$ cat src/rtl/hcsr04_ranger.sv
// ---------------------------------------------------------------------------
// hcsr04_ranger
//
// Ultrasonic ranging front end for the HC-SR04 sensor. It issues the trigger
// pulse, synchronises the echo, times the echo width in microseconds and
// publishes a registered result with a one-clock valid strobe. If the echo
// never rises, or stays high too long, the result is a timeout (16'hFFFF).
//
// Ports:
//   clk_clk        in   1   system clock
//   reset_reset    in   1   synchronous reset, active-high
//   enable         in   1   1 = free-running periodic ranging
//   hcecho_export  in   1   raw echo from the sensor (asynchronous)
//   near_thresh    in  16   near threshold in microseconds
//   hctrig_export  out  1   trigger to the sensor, registered
//   dist_us        out 16   last echo width in us, 16'hFFFF on timeout
//   dist_valid     out  1   one-clock strobe when a new result is published
//   timeout        out  1   last measurement timed out
//   near           out  1   last measurement valid and below near_thresh
//   busy           out  1   a measurement cycle is in progress
// ---------------------------------------------------------------------------
module hcsr04_ranger #(
  parameter int CLK_HZ     = 50000000,
  parameter int TRIG_US    = 10,
  parameter int GAP_US     = 60000,
  parameter int TIMEOUT_US = 30000
) (
  input  logic        clk_clk,
  input  logic        reset_reset,
  input  logic        enable,
  input  logic        hcecho_export,
  input  logic [15:0] near_thresh,
  output logic        hctrig_export,
  output logic [15:0] dist_us,
  output logic        dist_valid,
  output logic        timeout,
  output logic        near,
  output logic        busy
);

  localparam int DIV = CLK_HZ / 1000000;
  localparam int PW  = (DIV > 1) ? $clog2(DIV) : 1;
  localparam int GW  = (GAP_US > 1) ? $clog2(GAP_US + 1) : 1;

  localparam logic [PW-1:0] PRE_LAST  = PW'(DIV - 1);
  localparam logic [GW-1:0] GAP_MAX   = GW'(GAP_US);
  localparam logic [GW-1:0] GAP_ARM   = GW'(GAP_US - 1);
  localparam logic [15:0]   TRIG_LAST = 16'(TRIG_US - 1);
  localparam logic [15:0]   TO_LAST   = 16'(TIMEOUT_US - 1);

  typedef enum logic [1:0] {
    IDLE      = 2'd0,
    TRIG      = 2'd1,
    WAIT_RISE = 2'd2,
    MEASURE   = 2'd3
  } state_t;

  state_t        state;
  logic [PW-1:0] presc;
  logic          us_tick;
  logic          echo_meta;
  logic          echo_s;
  logic [15:0]   cnt;
  logic [GW-1:0] gap_cnt;
  logic          finish_now;
  logic          finish_to;

  // Free-running microsecond prescaler; the FSM never touches it, so tick
  // phase is independent of when a measurement starts. With DIV = 1 the
  // counter stays at 0 and every clock is a tick.
  always_ff @(posedge clk_clk) begin
    if (reset_reset) begin
      presc <= '0;
    end else if (presc == PRE_LAST) begin
      presc <= '0;
    end else begin
      presc <= presc + PW'(1);
    end
  end

  assign us_tick = (presc == PRE_LAST);

  // Two-flop synchroniser for the asynchronous echo pin. The FSM works on
  // the level of echo_s, so an echo already high when WAIT_RISE is entered
  // counts as a rise.
  always_ff @(posedge clk_clk) begin
    if (reset_reset) begin
      echo_meta <= 1'b0;
      echo_s    <= 1'b0;
    end else begin
      echo_meta <= hcecho_export;
      echo_s    <= echo_meta;
    end
  end

  // End-of-measurement detection. The timeout test comes first in MEASURE so
  // an echo falling on the very tick the limit is reached still reports a
  // timeout. cnt reaching TIMEOUT_US is detected one count early (on the
  // tick that would make it TIMEOUT_US) so cnt never needs to hold the limit.
  always_comb begin
    finish_now = 1'b0;
    finish_to  = 1'b0;
    case (state)
      WAIT_RISE: begin
        if (!echo_s && us_tick && (cnt == TO_LAST)) begin
          finish_now = 1'b1;
          finish_to  = 1'b1;
        end
      end
      MEASURE: begin
        if (us_tick && (cnt == TO_LAST)) begin
          finish_now = 1'b1;
          finish_to  = 1'b1;
        end else if (!echo_s) begin
          finish_now = 1'b1;
        end
      end
      default: begin
      end
    endcase
  end

  // Main sequencer. All outputs are registered here. The finish edge
  // publishes the result, pulses dist_valid and returns straight to IDLE
  // with the gap counter cleared, so the inter-measurement gap always starts
  // from the moment the result is published.
  always_ff @(posedge clk_clk) begin
    if (reset_reset) begin
      state         <= IDLE;
      cnt           <= '0;
      gap_cnt       <= '0;
      hctrig_export <= 1'b0;
      dist_us       <= '0;
      dist_valid    <= 1'b0;
      timeout       <= 1'b0;
      near          <= 1'b0;
      busy          <= 1'b0;
    end else begin
      dist_valid <= 1'b0;
      if (finish_now) begin
        dist_us    <= finish_to ? 16'hFFFF : cnt;
        timeout    <= finish_to;
        near       <= !finish_to && (cnt < near_thresh);
        dist_valid <= 1'b1;
        gap_cnt    <= '0;
        cnt        <= '0;
        busy       <= 1'b0;
        state      <= IDLE;
      end else begin
        case (state)
          IDLE: begin
            // The gap keeps counting (and saturating) even while disabled,
            // so enabling after a long pause triggers on the next tick.
            if (us_tick && (gap_cnt < GAP_MAX)) begin
              gap_cnt <= gap_cnt + GW'(1);
            end
            if (enable && us_tick && (gap_cnt >= GAP_ARM)) begin
              state         <= TRIG;
              cnt           <= '0;
              hctrig_export <= 1'b1;
              busy          <= 1'b1;
            end
          end
          TRIG: begin
            // Entered on a tick edge, so TRIG_US further ticks give exactly
            // TRIG_US*DIV clocks of trigger.
            if (us_tick) begin
              if (cnt == TRIG_LAST) begin
                hctrig_export <= 1'b0;
                cnt           <= '0;
                state         <= WAIT_RISE;
              end else begin
                cnt <= cnt + 16'd1;
              end
            end
          end
          WAIT_RISE: begin
            if (echo_s) begin
              cnt   <= '0;
              state <= MEASURE;
            end else if (us_tick) begin
              cnt <= cnt + 16'd1;
            end
          end
          MEASURE: begin
            // Reaching here without finishing means echo_s is still high.
            if (us_tick) begin
              cnt <= cnt + 16'd1;
            end
          end
          default: begin
            state <= IDLE;
          end
        endcase
      end
    end
  end

endmodule

$ cat config.mk
export PLATFORM = sky130hd
export DESIGN_NAME = hcsr04_ranger
export DESIGN_NICKNAME = d
export VERILOG_FILES = /design/src/rtl/hcsr04_ranger.sv
export SDC_FILE = /design/constraint.sdc
export NUM_CORES = 1
export LEC_CHECK = 0
export ABC_AREA = 1
export CELL_PAD_IN_SITES_DETAIL_PLACEMENT = 0
export CELL_PAD_IN_SITES_GLOBAL_PLACEMENT = 1
export CORE_AREA = 2 2 103 105
export CTS_CLUSTER_SIZE = 25
export DETAILED_ROUTE_END_ITERATION = 10
export DIE_AREA = 0 0 105 107
export PLACE_DENSITY = 0.77
export SYNTH_ARGS = -nofsm -noshare
export SYNTH_HDL_FRONTEND = slang
export SYNTH_SLANG_ARGS = --single-unit
$ cat constraint.sdc
create_clock -name clk_clk -period 2.6 [get_ports clk_clk]
set_clock_uncertainty 0.15 [all_clocks]
set_input_delay 0.52 -clock clk_clk [delete_from_list [all_inputs] [get_ports clk_clk]]
set_output_delay 0.52 -clock clk_clk [all_outputs]
set_load 0.05 [all_outputs]
# Word level (Yosys, flattened, before mapping)
# Index checks and enable logic that the tools add are counted.
# op_classes
addsub	3
n_reduce_logical	19
magnitude_cmp	3
eq_ne	10
n_mux	23
bitwise	1
# ops
op	n
$mux W16	6
$pmux W16 S4	1
$add A16 B1 Y16 const B	2
$eq A16 B15 Y1 const B	1
$eq A16 B4 Y1 const B	1
$ge A16 B16 Y1 const B	1
$lt A16 B16 Y1	1
$lt A16 B16 Y1 const B	1
$reduce_and A5 Y1	2
$mux W1	8
$mux W2	4
$ne A2 B2 Y1 const B	4
$logic_and A1 B1 Y1	7
$add A6 B1 Y6 const B	1
$eq A6 B6 Y1 const B	1
$pmux W1 S2	3
$pmux W2 S3	1
$reduce_and A2 Y1	3
$eq A2 B2 Y1 const B	2
$reduce_or A2 Y1	2
$reduce_bool A3 Y1	1
$eq A2 B1 Y1 const B	1
$logic_not A1 Y1	2
$logic_not A2 Y1	1
2 further kinds	2
# word_totals
inputBits	20
register_bits	63

# Longest topological paths before layout
# logic_depth
word_depth	7
mapped_depth	14
depth_no_buf	14

# Least setup slack after synthesis
# OpenSTA, ideal clock, no wires.
# synth_timing
path_type	reg2reg
startpoint	reg state[0]
endpoint	reg cnt[13]
synth_period_minus_slack_ps	1899
arrival_time_ps	1637
path_buffers	0
path_stages_with_launch	13
setup_slack_ps	701
setup_ps	112
path_cell_list	dfxtp_1 -> inv_1 -> ha_1 -> a21oi_4 -> inv_1 -> nand2_1 -> inv_1 -> nand2_1 -> nand3_1 -> nand2_1 -> nor2_2 -> nor2_1 -> nor2_2
# synth_via
elab_chain_len	3
# synth_lines
element	line	text
start: declaration	58	state_t state;
start signal: assignment	129	state <= IDLE;
start signal: assignment	148	state <= IDLE;
start signal: assignment	158	state <= TRIG;
$eq A2 B2 Y1, or another cell as far along	103, 150	
$pmux W1 S2 or $ne A2 B2 Y1 (tied branches)	n/a	
$reduce_or A2 Y1 (no line) or $reduce_and A2 Y1 (tied branches)	n/a	
end signal: assignment	173	cnt <= cnt + 16'd1;
end signal: assignment	182	cnt <= cnt + 16'd1;
end signal: assignment	188	cnt <= cnt + 16'd1;
end: declaration	63	logic [15:0] cnt;
# Parallel ways exist; a longest one is shown, timed or not.
# A chain may end at the register's enable or synchronous reset.

# Final worst setup path
# layout_timing
startpoint	reg state[0]
endpoint	reg gap_cnt[0]
# layout_via
elab_chain_len	3
# layout_lines
element	line	text
$eq A2 B2 Y1	103	case (state)
$pmux W1 S2	103	
$reduce_or A2 Y1 (no line)	n/a	
end signal: assignment	155	gap_cnt <= gap_cnt + GW'(1);
end: declaration	64	logic [GW-1:0] gap_cnt;
# Parallel ways exist; a longest one is shown, timed or not.

==> metrics.md <==
| Metric | Value |
|---|---|
| Via Count | 4,071 |
| Remaining antenna violation count after routing | 0 |
| Critical path launch point | state[0]$_SDFFE_PP0P_ |
| Yosys reg bits | 63 |
| Commonest non-fill, non-tap cell in the layout | nand2_1 |
| CTS tree | yes |
| I/O pin cnt | 41 |
| R2R Setup Slk | 350 ps |
| Setup TNS | 0 ps |
| Fin crit period | 2250 ps |
| Critical R2R Launch | state[0]$_SDFFE_PP0P_ |
| Worst-Skew Late Latency | 340 ps |
| Pre-Repair DR Iteration Count | 5 |
| Async set-reset flop share out of synthesis | 0% |
| Status | completed |
| # setup viols final | 0 |
| CTS max path bufs | 2 |
| Final Cycle Share | 86.6% |
| LEAKAGE | 2.18 nW |
| Syn_nets | 676 |
| Reg clk slew, reported paths | 80 ps |
| DRT iter0 DRCs | 195 |
| Max_cap viols | 0 |
| TritonCTS Buffers | 9 |
| Vias in the first global route | 3,872 |
| Post-synthesis average cell area | 6.48 µm² |
| Util after Layout | 47.8% |
| CP endpoint | gap_cnt[0]$_SDFFE_PP0P_ |
| Worst-Margin Slew | 539 ps |
| Die height | 107 µm |
| Max_slew headroom | 63.9% |
| Number of antenna repair diodes | 0 |
| Prevailing post-synth register cell | dfxtp_1 |
| Hold WS | 256 ps |
| Initial Utilization | 40.4% |
| Max Clk Rate | 444 MHz |
| Slew Viols, Final | 0 |
| Buffers on Ports | 40 |
| Worst Reg-to-Reg Cells | 10 |
| Initial antenna violation count | 0 |
| DRT Wirelength | 11.0 mm |
| Die area | 11,200 µm² |
| Residual DRC count | 0 |
| Setup bufs post-CTS | 0 |
| Hold path depth | 2 |
| Setup crit end kind | register |
| Via density | 5.00 |
| CORE AREA | 10,100 µm² |
| CP arrival | 2380 ps |
| CTS sink cnt | 63 |
| Clk Tree Root Cell | clkbuf_8 |
| Area Overhead vs Synth | 18.2% |
| Post-synthesis cell area | 4080 µm² |
| Most used cells in the layout excluding fill and tap cells | nand2_1 (180), nor2_1 (85), inv_1 (74) |
| Seq/Total Area, Yosys | 30.9% |
| Wire per inst | 13.5 µm |
| Critical Path Start Type | register |
| Pin count of the biggest net entering global routing | 25 |
| DPL Wire Length | 8.32 mm |
| Post-route insts no fill | 814 |
| CTS resizes | 0 |
| Synthesis warning total | 0 |
| Req. time, crit path | 2730 ps |
| Unique masters post-synth | 36 |
| Crit Path Category | register to register |
| Final hold vios | 0 |
| Total gr overflow | 0 |
| Maximum vdd drop | 0.259 mV |
| Cells after DPL | 798 |
| Die width | 105 µm |
| EDFF count, synth | 0 |
| Worst hold path startpoint | echo_meta$_SDFF_PP0_ |
| CP max FO | 24 |
| Nets | 719 |
| Reg2Reg Capture Point | gap_cnt[0]$_SDFFE_PP0P_ |
| GRT Resource Usage Total | 20.6% |
| RSZ-0062 raised after global routing | no |
| PD cells | 560 nW/µm² |
| First-pass GRT wire length | 18.3 mm |
| Post-CTS Hold Buffers | 0 |
| Post-Syn Instances | 630 |
| Tightest Hold Check Type | register to register |
| Layout cells sized above 1 | 8.41% |
| Pre-CTS setup slack | 220 ps |
| Placer Congestion | 0.876 |
| Setup WS post-layout | 349 ps |
| Row cnt | 37 |
| CTS H-tree lvls | 3 |
## critical path, stage by stage (launching register included)
cell	delay [ps]
dfxtp_1	380
inv_1	110
ha_1	300
a21oi_4	240
nor2_4	90
nand4_4	100
nand2_2	90
nor2_4	140
buf_4	310
o21ai_0	140
a21oi_1	120
## per-layer routing
metal	track usage (%)	part of all wire (%)	vias to the layer above
met5	0	0	-
met4	9.14	3.7	0
met3	4.74	4.9	23
met2	36.2	49	88
met1	23.8	43	1855
li1	-	-	2105
## synth_stat cells, types with 5 or more instances
master	n	area (µm²)
nand2_1	180	676
nor2_1	85	319
inv_1	74	278
dfxtp_1	63	1260
nand3_1	56	280
a21oi_1	38	190
ha_1	26	325
nand4_1	22	138
nor2_2	14	87.6
buf_2	12	60.1
nor3_1	12	60.1
o21ai_0	5	25.0
## logic make-up (layout without fill, tap and decap cells)
kind of cell / Yosys count / after routing / share of synthesized area, %
and+or+nand+nor: 387 / 387 / 42.5
buffers and inverters: 95 / 143 / 10.0
DFF: 63 / 63 / 30.9
AOI/OAI and AO/OA: 55 / 55 / 7.73
adders and majority gates: 26 / 26 / 7.97
xor gates and xnor gates: 4 / 4 / 0.859
## worst min path at each step
stage	end	slack, ps
4_1_cts	echo_s$_SDFF_PP0_	260
3_3_place_gp	echo_s$_SDFF_PP0_	250
6_report	echo_s$_SDFF_PP0_	260
3_5_place_dp	echo_s$_SDFF_PP0_	250
5_1_grt	echo_s$_SDFF_PP0_	280
2_1_floorplan	echo_s$_SDFF_PP0_	240
## report_power, final
group,internal [mW],switching (mW)
registers,0.993,0.0348
logic,0.224,0.490
clock network,0.539,0.419
## stage by stage
stage	cell area (µm²)	power (mW)
4_1_cts	4820	2.73
3_3_place_gp	4610	1.76
5_1_grt	4820	2.86
6_report	4820	2.70
2_1_floorplan	4080	1.58
3_5_place_dp	4610	1.76
## state kept, by name, indices dropped and copies added, names as in the netlist, 2 cells and up
name	count
state	2
gap_cnt	16
dist_us	16
presc	6
cnt	16
## final cells by class
class | count | area (µm²)
repair buffers | 51 | 483
multi-input cells | 472 | 2410
clock inverters | 6 | 83.8
clock buffers | 10 | 128
flip-flops and latches | 63 | 1260
inverters | 76 | 288
fillers | 1075 | 5270
well taps | 136 | 170
No activity file was read; power rests on OpenSTA's default activity.
